**src/rtl/sound_player.sv**
```systemverilog
// ---------------------------------------------------------------------------
// sound_player
//   Plays short two-tone sound effects on a piezo/speaker pin. A sound starts
//   when code_sound changes value:
//     00 ping : one high note
//     01 pong : one low note
//     10 go   : low note, then high note
//     11 stop : high note, then low note
//   Every note lasts NOTE_MS milliseconds. The high note is a 1000 Hz square
//   wave and the low note is a 500 Hz square wave. There is no gap between
//   the two notes of a sequence.
//
//   Build option SOUND_RETRIGGER_EN:
//     defined   - a code change during playback aborts the current sound and
//                 starts the new one on the next clock edge.
//     undefined - a code change during playback is held in a one-deep
//                 pending slot, where the latest code overwrites any earlier
//                 one. The held sound starts when the current one ends.
//
// Ports
//   clk        in   system clock; all state updates on its rising edge
//   clr        in   asynchronous active-low reset
//   code_sound in   [1:0] sound code
//   mute       in   forces the speaker low without changing the timing
//   speaker    out  registered square-wave output
//   busy       out  high while a sound sequence is playing
// ---------------------------------------------------------------------------
module sound_player #(
  parameter int CLK_HZ  = 25000000,
  parameter int NOTE_MS = 100
) (
  input  logic       clk,
  input  logic       clr,
  input  logic [1:0] code_sound,
  input  logic       mute,
  output logic       speaker,
  output logic       busy
);

  localparam int NOTE_CYC = (CLK_HZ / 1000) * NOTE_MS;
  localparam int HALF_HI  = CLK_HZ / 2000;
  localparam int HALF_LO  = CLK_HZ / 1000;
  localparam int NW       = (NOTE_CYC > 1) ? $clog2(NOTE_CYC) : 1;
  localparam int TW       = (HALF_LO > 1) ? $clog2(HALF_LO) : 1;

  // The counters count down to zero, so they are loaded with (length - 1).
  localparam logic [NW-1:0] NOTE_LOAD = NW'(NOTE_CYC - 1);
  localparam logic [TW-1:0] HI_LOAD   = TW'(HALF_HI - 1);
  localparam logic [TW-1:0] LO_LOAD   = TW'(HALF_LO - 1);

  localparam logic [1:0] CODE_PONG = 2'b01;
  localparam logic [1:0] CODE_GO   = 2'b10;

  typedef enum logic [1:0] {ARM, IDLE, NOTE1, NOTE2} state_t;

  // Half-period reload for the first and second note of each sequence.
  function automatic logic [TW-1:0] first_load(input logic [1:0] c);
    return (c == CODE_PONG || c == CODE_GO) ? LO_LOAD : HI_LOAD;
  endfunction

  function automatic logic [TW-1:0] second_load(input logic [1:0] c);
    return (c == CODE_GO) ? HI_LOAD : LO_LOAD;
  endfunction

  state_t        state, state_nxt;
  logic [1:0]    prev_code;
  logic [1:0]    cur_code, cur_code_nxt;
  logic [NW-1:0] note_cnt, note_cnt_nxt;
  logic [TW-1:0] tone_cnt, tone_cnt_nxt;
  logic          tone, tone_nxt;
  logic          code_event;
  logic          seq_end;
  logic          start_seq;
  logic [1:0]    start_code;
  logic [TW-1:0] tone_load;
`ifndef SOUND_RETRIGGER_EN
  logic          pend_valid, pend_valid_nxt;
  logic [1:0]    pend_code, pend_code_nxt;
`endif

  assign code_event = (code_sound != prev_code);
  assign busy       = (state == NOTE1) || (state == NOTE2);

  always_comb begin
    // NOTE: every variable gets a default here first, so no path through the
    // block leaves a value unassigned and no latch is inferred.
    state_nxt    = state;
    cur_code_nxt = cur_code;
    note_cnt_nxt = note_cnt;
    tone_cnt_nxt = tone_cnt;
    tone_nxt     = tone;
    seq_end      = 1'b0;
    start_seq    = 1'b0;
    start_code   = code_sound;
    tone_load    = (state == NOTE2) ? second_load(cur_code) : first_load(cur_code);
`ifndef SOUND_RETRIGGER_EN
    pend_valid_nxt = pend_valid;
    pend_code_nxt  = pend_code;
`endif

    case (state)
      // The first edge after reset only records the code. A level that is
      // held through reset must not play.
      ARM: state_nxt = IDLE;

      IDLE: begin
        tone_nxt = 1'b0;
        if (code_event) start_seq = 1'b1;
      end

      NOTE1, NOTE2: begin
        if (tone_cnt == '0) begin
          tone_nxt     = ~tone;
          tone_cnt_nxt = tone_load;
        end else begin
          tone_cnt_nxt = tone_cnt - 1'b1;
        end

        if (note_cnt == '0) begin
          // go (10) and stop (11) are the two-note sequences.
          if (state == NOTE1 && cur_code[1]) begin
            state_nxt    = NOTE2;
            note_cnt_nxt = NOTE_LOAD;
            tone_cnt_nxt = second_load(cur_code);
            tone_nxt     = 1'b1;
          end else begin
            seq_end   = 1'b1;
            state_nxt = IDLE;
            tone_nxt  = 1'b0;
          end
        end else begin
          note_cnt_nxt = note_cnt - 1'b1;
        end

`ifdef SOUND_RETRIGGER_EN
        if (code_event) start_seq = 1'b1;
`else
        if (code_event) begin
          // A change on the last edge of a sequence is handled as if the
          // player were idle, so it starts with no idle cycle in between.
          if (seq_end) begin
            start_seq      = 1'b1;
            pend_valid_nxt = 1'b0;
          end else begin
            pend_valid_nxt = 1'b1;
            pend_code_nxt  = code_sound;
          end
        end else if (seq_end && pend_valid) begin
          start_seq      = 1'b1;
          start_code     = pend_code;
          pend_valid_nxt = 1'b0;
        end
`endif
      end

      default: state_nxt = ARM;
    endcase

    // Starting a sequence overrides whatever the note logic above chose.
    if (start_seq) begin
      state_nxt    = NOTE1;
      cur_code_nxt = start_code;
      note_cnt_nxt = NOTE_LOAD;
      tone_cnt_nxt = first_load(start_code);
      tone_nxt     = 1'b1;
    end
  end

  // NOTE: registers use non-blocking assignments so that every flop samples
  // values from before the edge, whatever order the statements are in.
  always_ff @(posedge clk or negedge clr) begin
    if (!clr) begin
      state      <= ARM;
      prev_code  <= 2'b00;
      cur_code   <= 2'b00;
      note_cnt   <= '0;
      tone_cnt   <= '0;
      tone       <= 1'b0;
      speaker    <= 1'b0;
`ifndef SOUND_RETRIGGER_EN
      pend_valid <= 1'b0;
      pend_code  <= 2'b00;
`endif
    end else begin
      state      <= state_nxt;
      prev_code  <= code_sound;
      cur_code   <= cur_code_nxt;
      note_cnt   <= note_cnt_nxt;
      tone_cnt   <= tone_cnt_nxt;
      tone       <= tone_nxt;
      speaker    <= tone & ~mute;
`ifndef SOUND_RETRIGGER_EN
      pend_valid <= pend_valid_nxt;
      pend_code  <= pend_code_nxt;
`endif
    end
  end

endmodule
```
**config.mk**
```make
export PLATFORM = sky130hd
export DESIGN_NAME = sound_player
export DESIGN_NICKNAME = d
export VERILOG_FILES = /design/src/rtl/sound_player.sv
export SDC_FILE = /design/constraint.sdc
export NUM_CORES = 1
export LEC_CHECK = 0
export CORE_MARGIN = 2
export CORE_UTILIZATION = 67
export CTS_CLUSTER_SIZE = 28
export DETAILED_ROUTE_END_ITERATION = 8
export PLACE_DENSITY = 0.85
export SETUP_SLACK_MARGIN = 0.15
export SYNTH_ARGS = -nofsm -noshare
export SYNTH_HDL_FRONTEND = slang
export SYNTH_SLANG_ARGS = --single-unit
```
**constraint.sdc**
```tcl
create_clock -name clk -period 4.7 [get_ports clk]
set_input_delay 0.94 -clock clk [delete_from_list [all_inputs] [get_ports clk]]
set_output_delay 0.94 -clock clk [all_outputs]
set_load 0.005 [all_outputs]
```
== Word-level counts from Yosys, hierarchy flattened ==
Index checks and enable logic that the tools add are counted.

* $add $sub $neg: 2
* Eq/ne operators: 11
* Mux-type cells: 36
* Bitwise operators: 4
* Reductions and logical operators: 18

{| class="wikitable"
|+ Operator list
! cell !! count
|-
| two-way mux 15 bit || 9
|-
| two-way mux 22 bit || 4
|-
| logical NOT 22 bit || 1
|-
| subtractor 22 x 1 -> 22 bit (second input constant) || 1
|-
| logical NOT 15 bit || 1
|-
| subtractor 15 x 1 -> 15 bit (second input constant) || 1
|-
| two-way mux 1 bit || 14
|-
| two-way mux 2 bit || 6
|-
| equality test 2 bit (second input constant) || 4
|-
| AND reduction 2 bit || 4
|-
| equality test 2 x 1 -> 1 bit (second input constant) || 3
|-
| nonzero test 3 bit || 2
|-
| != test 4 bit (second input constant) || 1
|-
| case mux 1 bit (2 select lines) || 2
|-
| case mux 2 bit (2 select lines) || 1
|-
| nonzero test 2 bit || 2
|-
| logical OR 1 bit || 3
|-
| != test 3 x 2 -> 1 bit (second input constant) || 1
|-
| != test 3 bit (second input constant) || 1
|-
| inverter 1 bit || 3
|-
| AND reduction 3 bit || 1
|-
| logical AND 1 bit || 2
|-
| logical NOT 2 bit || 1
|-
| != test 2 bit || 1
|-
| 2 further kinds || 2
|}

* Flip-flop bits (word level): 48
* Output and inout bits: 2

== Logic depth before layout (Yosys ltp) ==
* Depth in word-level cells: 13
* Gate-level depth with buffers: 10
* Mapped depth without buffers: 9

== Worst setup path after synthesis ==
No wires, ideal clock.

* Kind: input to register
* Start point: input code_sound[1]
* End point: register note_cnt[7]
* Data arrival time: 2.361 ns
* Setup slack: 2.205 ns
* Cell stages on the path: 7
* Cell sequence: xor2_1 nor2_1 a211o_1 buf_4 a2111oi_2 xnor2_1 nand2_1

* Word-level cells in the longest chain between the ends: 5

{| class="wikitable"
|+ RTL lines
! what !! line !! text
|-
| from (decl) || 34 || <nowiki>input logic [1:0] code_sound,</nowiki>
|-
| != test 2 bit * || 81 || <nowiki>assign code_event = (code_sound != prev_code);</nowiki>
|-
| two-way mux 1 bit, on equally long branches || 138, 108 ||
|-
| case mux 1 bit (2 select lines) * || 101 || <nowiki>case (state)</nowiki>
|-
| != test 3 x 2 -> 1 bit (no line) or nonzero test 2 bit (tied branches) || n/a ||
|-
| AND reduction 2 bit (no line) || n/a ||
|-
| to (signal assigned) || 188 || <nowiki>note_cnt <= note_cnt_nxt;</nowiki>
|-
| to (decl) || 68 || <nowiki>logic [NW-1:0] note_cnt, note_cnt_nxt;</nowiki>
|}

Every way passes the cells marked *; elsewhere a longest branch is shown, timed or not.
A chain may end at the register's enable or synchronous reset.

== Worst setup path after layout ==
* Start point: input code_sound[1]
* End point: register note_cnt[17]

Same word-level chain as after synthesis.

==> results.py <==
metrics = {
    "run_status": {
        "outcome": "complete, no violations",
    },
    "synthesis": {
        "yosys.area.top_type_share": 0.401,
        "yosys-top-cells-area": "dfrtp_1, nand2_1, xnor2_1",
        "postSynth.asyncResetShare": 1.00,
        "synth_edf_count": 0,
        "synth-seq-cells": 48,
        "synth-main-ff-cell": "dfrtp_1",
        "synth_most_common_cell": "dfrtp_1",
        "synth_cell_type_count": 69,
        "synth_area_leader_cell": "dfrtp_1",
        "netlist_instances": 318,
        "yosysWarnings": 0,
        "synth_nets": 327,
        "synth_seq_area_share": 0.401,
        "synthTopCellsByCount": "dfrtp_1, nand2_1, nor2_1",
        "avgSynthCellArea_sq_um": 9.42,
        "syn_area_sq_um": 3000,
    },
    "detailed_routing": {
        "dr.max_layer_used": "met4",
        "post-route-drc-count": 0,
        "wl_per_cell_um": 17.4,
        "first_pass_iters": 5,
        "vias": 2533,
        "wirelength_um": 6450,
        "wl_met3_um": 363,
        "wl_met1_um": 2790,
        "first_iter_violations": 306,
        "viasPerCell": 6.85,
        "drtAntennaViolNets": 0,
        "wl_met2_um": 3180,
    },
    "grt": {
        "grt_overflow": 0,
        "grt_pass1_vias": 2415,
        "grt_pass1_wl_um": 11400,
        "grt_max_degree": 49,
        "antenna_found_initial": 0,
        "globalRouteTotalUtil": 0.283,
    },
    "setup_path": {
        "path_cells": "clkdlybuf4s50_1, xor2_1, nor2_1, a211o_1, and2_1, o41ai_1, o311ai_0",
        "crit_required_ns": 4.84,
        "cp.arrival_ns": 3.45,
        "worst-path-buf-inv": 1,
        "critPathMaxStageDelay_ns": 0.57,
        "cp-start-kind": "input port",
        "end_kind": "flop",
        "crit_slowest_cell": "clkdlybuf4s50_1",
        "critPathTopFamily": "compound AO/OA/AOI/OAI gates",
        "path_class": "in2reg",
        "crit_fanout": 13,
    },
    "cts": {
        "path_clk_slew_ns": 0.09,
        "post_cts_buffers": 0,
        "clock-sinks": 48,
        "clk_latency_ns": 0.30,
        "cts_tree": "built",
        "clk_path_buf_depth": 2,
        "cts_hold_buf": 0,
        "numCtsBuffers": 5,
        "htree_levels": 2,
        "clockRootBuffer": "clkbuf_8",
        "cts_resized": 0,
    },
    "floorplanning": {
        "coreArea_sq_um": 4320,
        "rows": 24,
        "die_h_um": 70.9,
        "die_w_um": 70.9,
        "pin_count": 7,
        "start_util": 0.693,
        "die_area_sq_um": 5020,
    },
    "timing": {
        "setup_viol": 0,
        "hold_viol_final": 0,
        "fin_ws_ns": 1.39,
        "setup_tns_ns": 0,
        "final.period_utilization": 0.704,
        "max_slew_margin": 0.301,
        "tightest_slew_ns": 1.05,
        "drv_slew": 0,
        "fin_crit_ns": 3.31,
        "rsz0062_at_grt": "false",
        "skew_ns": 0.0100,
        "max_freq_mhz": 302,
    },
    "layout": {
        "drive_gt1_frac": 0.113,
        "fillers": 327,
        "post-route-util": 0.726,
        "fin_area_sq_um": 3140,
        "fin_nets": 326,
        "syn_to_final_growth_pct": 4.80,
        "diodes": 0,
    },
    "place": {
        "detailed_place_hpwl_um": 4590,
        "globalplace.congestion": 0.889,
        "post_dp_cell_area_sq_um": 3050,
        "port_buffers": 6,
        "pre_cts_slack_ns": 1.13,
    },
    "worst_hold_path": {
        "hp-class": "reg2reg",
    },
    "power": {
        "p_total_mw": 0.699,
        "irDropWorstVdd_v": 0.000203,
        "p_leak_nw": 1.13,
        "power.density_nw_per_um2": 223,
    },
    "flow_run": {
        "cap_violations": 0,
    },
}
==> per-stage QoR <==
| stage | hold WS (ns) | std cells |
|---|---|---|
| 3_5_place_dp | 0.474 | 362 |
| 2_1_floorplan | 0.450 | 318 |
| 5_1_grt | 0.543 | 370 |
| 4_1_cts | 0.494 | 370 |
| 3_3_place_gp | 0.464 | 362 |
| 6_report | 0.488 | 370 |
==> registers in the layout (all words and copies together) (netlist names) <==
signal      cells
cur_code        2
note_cnt       22
pend_code       2
pend_valid      1
prev_code       2
speaker         1
state           2
tone            1
tone_cnt       15
==> logic make-up after synthesis <==
kind of cell | Yosys count | synth area share
multiplexers | 5 | 0.0180
buffers and inverters | 25 | 0.0359
AND/OR/NAND/NOR | 122 | 0.230
XOR/XNOR | 18 | 0.0526
adder cells (fa/ha/maj) | 4 | 0.0167
AO/OA/AOI/OAI | 96 | 0.246
flip-flops | 48 | 0.401
==> per-layer routing <==
| layer | up-vias | global-route usage |
|---|---|---|
| met2 | 113 | 0.474 |
| met3 | 20 | 0.0484 |
| met4 | 0 | 0.105 |
| li1 | 1190 | - |
| met5 | - | 0 |
| met1 | 1210 | 0.371 |
==> power breakdown <==
part / leakage, nW / switching [mW] / internal (mW)
clock network: 0.0455 / 0.132 / 0.120
registers: 0.534 / 0.00319 / 0.416
logic: 0.555 / 0.0168 / 0.0103
total: 1.13 / 0.152 / 0.547
==> layout by cell type (no fill, tap or decap), drive strengths merged, types with 5 or more instances in the layout <==
master	n
a2111oi	5
nor2	28
nand2	39
a21oi	14
a31oi	10
a211oi	7
clkbuf	8
o31ai	9
nor3	10
nor4	8
or4	6
o21ai	20
clkdlybuf4s50	5
inv	11
dfrtp	48
xnor2	14
==> worst reg2reg max path, cell delays in order (launching register included) <==
cell	delay, ns
dfrtp_1	0.42
nor4_4	0.59
nand4_4	0.28
o31ai_4	0.65
and2_1	0.52
inv_2	0.12
a211oi_1	0.27
a41oi_1	0.07
==> worst paths after layout <==
path | start | endpoint | slack (ns) | cells after the start
setup / recovery | code_sound[1] | note_cnt[17] | 1.39 | 7
hold / removal | cur_code[0] | cur_code[0] | 0.49 | 2
setup reg to reg | note_cnt[8] | note_cnt[2] | 1.60 | 7
hold reg to reg | cur_code[0] | cur_code[0] | 0.49 | 2
max in group asynchronous | clr | tone_cnt[9] | 3.23 | 1
min in group asynchronous | clr | cur_code[1] | 0.82 | 1
==> layout make-up <==
cell class,count,area (sq um),share of cell area
multi-input cells,245,1690,0.537
flip-flops and latches,48,1200,0.383
clock buffers,8,90.1,0.0287
well taps,52,65.1,0.0207
repair buffers,6,55.1,0.0175
inverters,11,41.3,0.0132
No activity file was read; power rests on OpenSTA's default activity.
